<file path="config.mk">
export PLATFORM = sky130hd
export DESIGN_NAME = isp_blc_gain
export DESIGN_NICKNAME = d
export VERILOG_FILES = /design/src/rtl/isp_blc_gain.sv
export SDC_FILE = /design/constraint.sdc
export NUM_CORES = 1
export LEC_CHECK = 0
export ABC_CLOCK_PERIOD_IN_PS = 5900
export CORE_ASPECT_RATIO = 1.2
export CORE_UTILIZATION = 45
export DETAILED_ROUTE_END_ITERATION = 10
export PLACE_DENSITY = 0.68
export SETUP_SLACK_MARGIN = 0.4
export SYNTH_ARGS = -nofsm -noshare
export SYNTH_HDL_FRONTEND = slang
export SYNTH_SLANG_ARGS = --single-unit
</file>
<file path="constraint.sdc">
create_clock -name pclk -period 5.9 [get_ports pclk]
set_input_delay 1.475 -clock pclk [delete_from_list [all_inputs] [get_ports pclk]]
set_output_delay 1.475 -clock pclk [all_outputs]
set_load 0.02 [all_outputs]
</file>
<file path="src/rtl/isp_blc_gain.sv">
// isp_blc_gain: Bayer black level subtraction plus rounded, saturating digital gain, with frame-shadowed config.
// Define ISP_BLC_GAIN_STAT_EN to add the per-frame clipped-pixel counter (clip_cnt, clip_cnt_valid).
module isp_blc_gain #(
    parameter int BITS      = 8,
    parameter int GAIN_BITS = 12,
    parameter int GAIN_FRAC = 8
) (
    input  logic                 pclk,
    input  logic                 rst,
    input  logic                 enable,
    input  logic [1:0]           bayer,
    input  logic [BITS-1:0]      black_b,
    input  logic [BITS-1:0]      black_gb,
    input  logic [BITS-1:0]      black_gr,
    input  logic [BITS-1:0]      black_r,
    input  logic [GAIN_BITS-1:0] norm_gain,
    input  logic                 in_href,
    input  logic                 in_vsync,
    input  logic [BITS-1:0]      in_raw,
    output logic                 out_href,
    output logic                 out_vsync,
    output logic [BITS-1:0]      out_raw
`ifdef ISP_BLC_GAIN_STAT_EN
    ,
    output logic [31:0]          clip_cnt,
    output logic                 clip_cnt_valid
`endif
);
    localparam int PW   = BITS + GAIN_BITS;
    localparam int SW   = PW - GAIN_FRAC + 1;
    localparam int MAXV = (1 << BITS) - 1;
    localparam logic [PW:0] HALF = (PW+1)'(1) << (GAIN_FRAC - 1);

    logic                 vs_d, href_d, odd_pix, odd_line, vs_rise;
    logic                 sh_en;
    logic [1:0]           sh_bayer, ch;
    logic [BITS-1:0]      sh_b, sh_gb, sh_gr, sh_r, black_sel;
    logic [GAIN_BITS-1:0] sh_gain;

    logic                 href1, vs1, en1, href2, vs2, en2;
    logic [BITS-1:0]      raw1, blk1, diff2, sat_val;
    logic [GAIN_BITS-1:0] gain1, gain2;
    logic [PW-1:0]        prod;
    logic [PW:0]          rounded;
    logic [SW-1:0]        scaled;

    always_comb begin
        vs_rise   = in_vsync & ~vs_d;
        ch        = {odd_line ^ sh_bayer[1], odd_pix ^ sh_bayer[0]};
        black_sel = ch == 2'd0 ? sh_b : ch == 2'd1 ? sh_gb : ch == 2'd2 ? sh_gr : sh_r;
        prod      = PW'(diff2) * PW'(gain2);
        rounded   = {1'b0, prod} + HALF;
        scaled    = SW'(rounded >> GAIN_FRAC);
        sat_val   = scaled > SW'(MAXV) ? '1 : scaled[BITS-1:0];
    end

    // Config is only sampled on the vsync rising edge so a frame never sees a partial update.
    always_ff @(posedge pclk) begin
        if (rst) begin
            vs_d     <= 1'b0;
            href_d   <= 1'b0;
            odd_pix  <= 1'b0;
            odd_line <= 1'b0;
            sh_en    <= 1'b0;
            sh_bayer <= '0;
            sh_b     <= '0;
            sh_gb    <= '0;
            sh_gr    <= '0;
            sh_r     <= '0;
            sh_gain  <= '0;
        end else begin
            vs_d     <= in_vsync;
            href_d   <= in_href;
            odd_pix  <= in_href ? ~odd_pix : 1'b0;
            odd_line <= in_vsync ? 1'b0 : (href_d & ~in_href) ? ~odd_line : odd_line;
            if (vs_rise) begin
                sh_en    <= enable;
                sh_bayer <= bayer;
                sh_b     <= black_b;
                sh_gb    <= black_gb;
                sh_gr    <= black_gr;
                sh_r     <= black_r;
                sh_gain  <= norm_gain;
            end
        end
    end

    // Bypass rides the same pipe with a zero black level; enable and gain travel with each pixel.
    always_ff @(posedge pclk) begin
        if (rst) begin
            href1     <= 1'b0;
            vs1       <= 1'b0;
            en1       <= 1'b0;
            raw1      <= '0;
            blk1      <= '0;
            gain1     <= '0;
            href2     <= 1'b0;
            vs2       <= 1'b0;
            en2       <= 1'b0;
            diff2     <= '0;
            gain2     <= '0;
            out_href  <= 1'b0;
            out_vsync <= 1'b0;
            out_raw   <= '0;
        end else begin
            href1     <= in_href;
            vs1       <= in_vsync;
            en1       <= sh_en;
            raw1      <= in_raw;
            blk1      <= sh_en ? black_sel : '0;
            gain1     <= sh_gain;
            href2     <= href1;
            vs2       <= vs1;
            en2       <= en1;
            diff2     <= raw1 > blk1 ? raw1 - blk1 : '0;
            gain2     <= gain1;
            out_href  <= href2;
            out_vsync <= vs2;
            out_raw   <= !href2 ? '0 : en2 ? sat_val : diff2;
        end
    end

`ifdef ISP_BLC_GAIN_STAT_EN
    logic [31:0] clip_run;
    logic        clip_now;

    always_comb clip_now = sh_en & in_href & (in_raw <= black_sel);

    always_ff @(posedge pclk) begin
        if (rst) begin
            clip_run       <= '0;
            clip_cnt       <= '0;
            clip_cnt_valid <= 1'b0;
        end else if (vs_rise) begin
            clip_cnt       <= clip_run;
            clip_run       <= 32'(clip_now);
            clip_cnt_valid <= 1'b1;
        end else begin
            clip_cnt_valid <= 1'b0;
            if (clip_now && !(&clip_run))
                clip_run <= clip_run + 32'd1;
        end
    end
`endif
endmodule

</file>
==> metrics.md, run 1 <==
| Metric | Value |
|---|---|
| Status | `complete, no violations` |
| Rows | `50` |
| Die width | `118 um` |
| N_diodes | `0` |
| Antenna Violating Nets Remaining | `0` |
| Largest net degree at the start of global routing | `90` |
| Gr usage total | `0.194` |
| CP max FO | `13` |
| Placed cell area | `8050 sq um` |
| Slew HR | `0.279` |
| Die area | `16600 sq um` |
| Most used cell, CP | `fa_1` |
| PortBufs | `68` |
| Final Hold Vio Count | `0` |
| Highest-count cells in the layout ignoring fill and taps | `nand2_1, dfxtp_1, inv_1, and2_1, a21oi_1` |
| NumNets Final | `1057` |
| Post-synthesis sequential area ratio | `0.313` |
| WS Path Type | `register to register` |
| Cell taking the most area after synthesis | `dfxtp_1` |
| Residual DRC | `0` |
| Clock latency on the worst-skew pair | `0.42 ns` |
| Slowest CP cell | `mux2i_1` |
| Syn avg cell area | `8.75 sq um` |
| CP delay by family, top | `adder cells` |
| Hpwl dp | `11300 um` |
| Post-Syn Nets | `1001` |
| Max Slew Vio Count | `0` |
| Pwr/cell area | `252 nW/um^2` |
| Commonest non-fill, non-tap cell in the layout | `nand2_1` |
| Clk_skew | `0.0136 ns` |
| LEAKAGE | `3.93 nW` |
| CP startpoint kind | `register` |
| IO Pins | `69` |
| Synth Register Bits | `113` |
| Register area | `2260 sq um` |
| Fin crit share | `0.857` |
| Clock tree sinks | `113` |
| Fraction of registers with async set/reset | `0` |
| Vias in the first global route | `5496` |
| Initial detailed-routing violation count | `232` |
| TritonCTS buffer count | `17` |
| First-pass GRT wire length | `25600 um` |
| Maxcap violations | `0` |
| Total grt overflow | `0` |
| Layout area overhead | `21.1%` |
| Post-Syn Area | `7220 sq um` |
| Share of the synthesized area in the top cell type | `0.313` |
| Fill cells | `1462` |
| Netlist cell types | `42` |
| CP arrival | `5.31 ns` |
| Layout cells sized above 1 | `0.0481` |
| Ys Warns | `0` |
| Largest regs | `gain1: 12 flops, gain2: 12 flops, sh_gain: 12 flops` |
| EDFF count, synth | `0` |
| Initial antenna violation count | `0` |
| Initial core utilization | `0.462` |
| VDD IR max | `257 uV` |
| Worst EP required | `6.16 ns` |
| CTS clock-pin slew for the worst setup and hold paths | `0.05 ns` |
| Post-CTS Setup Inserts | `0` |
| Final WL | `14800 um` |
| Post-route cell area | `8740 sq um` |
| Crit-path cells | `and2_1 -> fa_1 -> fa_1 -> fa_1 -> inv_1 -> fa_1 -> inv_1 -> ha_1 -> a21oi_1 -> o21ai_0 -> nand2_1 -> nand2_1 -> o221ai_1 -> mux2i_1 -> a31oi_1` |
| Final min period | `5.05 ns` |
| Setup violations, final | `0` |
| # resized after CTS | `0` |
| Hold WC Path Type | `register to register` |
| Crit-path max cell delay | `0.61 ns` |
| Fmax | `198 MHz` |
| Total core area | `15600 sq um` |
| Cells after synthesis | `825` |
| Routability congestion estimate | `0.887` |
| Drt wl/cell | `13.5 um` |
| Clock Path Buffers | `2` |
| CP endpoint kind | `register` |
| Setup TNS | `0 ns` |
| DIE HEIGHT | `141 um` |
| Drt first pass iters | `4` |
| Worst Path Buf+Inv | `2` |
| Via count | `5376` |
| Hold-fix buffers at CTS | `0` |
| Worst slew pin tran | `1.08 ns` |
| Vias per inst | `4.88` |
| CTS tree | `yes` |
| Root Buffer | `clkbuf_16` |
| Total Power | `2.20 mW` |
| Top FF cell, synth | `dfxtp_1` |
| RSZ-0062 raised after global routing | `false` |
| Area of the multi-input gates | `4480 sq um` |
| Top post-synthesis cells by area | `dfxtp_1, fa_1, ha_1, nand2_1, and2_1` |
| H-tree lvl count | `4` |
[path summary, 6_finish.rpt]
kind | slack (ns) | start | cells after the start | endpoint
hold / removal | 0.43 | gain1[3]$_SDFF_PP0_ | 1 | gain2[3]$_SDFF_PP0_
setup reg to reg | 0.85 | diff2[6]$_SDFF_PP0_ | 15 | out_raw[4]$_SDFF_PP0_
setup / recovery | 0.85 | diff2[6]$_SDFF_PP0_ | 15 | out_raw[4]$_SDFF_PP0_
hold reg to reg | 0.43 | gain1[3]$_SDFF_PP0_ | 1 | gain2[3]$_SDFF_PP0_
[kinds of logic after synthesis]
logic type | Yosys count | share of synthesized area
DFF | 113 | 0.313
AOI/OAI and AO/OA | 134 | 0.115
muxes | 10 | 0.0139
adders and majority gates | 117 | 0.265
buffers and inverters | 129 | 0.0672
xor gates and xnor gates | 14 | 0.0170
and+or+nand+nor | 308 | 0.208
[area by class of cell]
cell class / instances / area share
sequential: 113 / 0.259
clock buffer: 18 / 0.0502
timing repair buffer: 71 / 0.0799
tap: 208 / 0.0298
multi-input combinational: 583 / 0.512
clock inverter: 14 / 0.0285
inverter: 95 / 0.0408
[layer usage]
| metal | global-route usage | share of wire | up-vias |
|---|---|---|---|
| met4 | 0.0688 | 0.013 | 0 |
| met5 | 0 | 0 | - |
| li1 | - | - | 2746 |
| met1 | 0.222 | 0.44 | 2508 |
| met3 | 0.0413 | 0.031 | 15 |
| met2 | 0.355 | 0.51 | 107 |
[where the power goes]
part | total [mW] | internal [mW] | switching (mW)
combinational | 0.179 | 0.0852 | 0.0934
clock | 1.19 | 0.810 | 0.384
sequential | 0.826 | 0.797 | 0.0287
[Yosys cell counts, types with 5 or more instances]
| cell | n |
|---|---|
| and2_1 | 70 |
| buf_1 | 7 |
| o21ai_1 | 7 |
| a21oi_1 | 68 |
| fa_1 | 60 |
| clkbuf_1 | 26 |
| inv_1 | 95 |
| ha_1 | 57 |
| a211oi_1 | 11 |
| a2111oi_0 | 5 |
| a31oi_1 | 9 |
| nand4_1 | 6 |
| a21o_1 | 8 |
| mux2i_1 | 10 |
| nand2_1 | 137 |
| xnor2_1 | 11 |
| o21ai_0 | 9 |
| nor2b_1 | 47 |
| dfxtp_1 | 113 |
| nor2_1 | 31 |
[worst reg2reg max path, cell delays in order (launching register included)]
cell and delay, ns:
dfxtp_1 0.55, and2_1 0.21, fa_1 0.45, fa_1 0.53, fa_1 0.54, inv_1 0.05
fa_1 0.53, inv_1 0.04, ha_1 0.35, a21oi_1 0.31, o21ai_0 0.15, nand2_1 0.12
nand2_1 0.07, o221ai_1 0.21, mux2i_1 0.61, a31oi_1 0.18
[per-stage QoR]
| stage | utilization | hold WS (ns) | setup WS [ns] | std cells |
|---|---|---|---|---|
| finish | 0.559 | 0.434 | 0.845 | 1102 |
| global route | 0.559 | 0.450 | 0.482 | 1102 |
| detailed placement | 0.515 | 0.427 | 0.903 | 1070 |
| floorplan | - | 0.411 | 1.26 | 825 |
| CTS | 0.559 | 0.439 | 0.910 | 1102 |
| global placement | 0.515 | 0.417 | 1.08 | 1070 |
(Power assumes the default switching activity.)
==> inputs of run 2 (changes only) <==
--- a/config.mk
+++ b/config.mk
@@ -11,6 +11,7 @@
 export DETAILED_ROUTE_END_ITERATION = 10
 export PLACE_DENSITY = 0.68
 export SETUP_SLACK_MARGIN = 0.4
+export SKIP_LAST_GASP = 1
 export SYNTH_ARGS = -nofsm -noshare
 export SYNTH_HDL_FRONTEND = slang
 export SYNTH_SLANG_ARGS = --single-unit
==> results of run 2 <==
Final layout, timing and power as in run 1 (identical DEF).
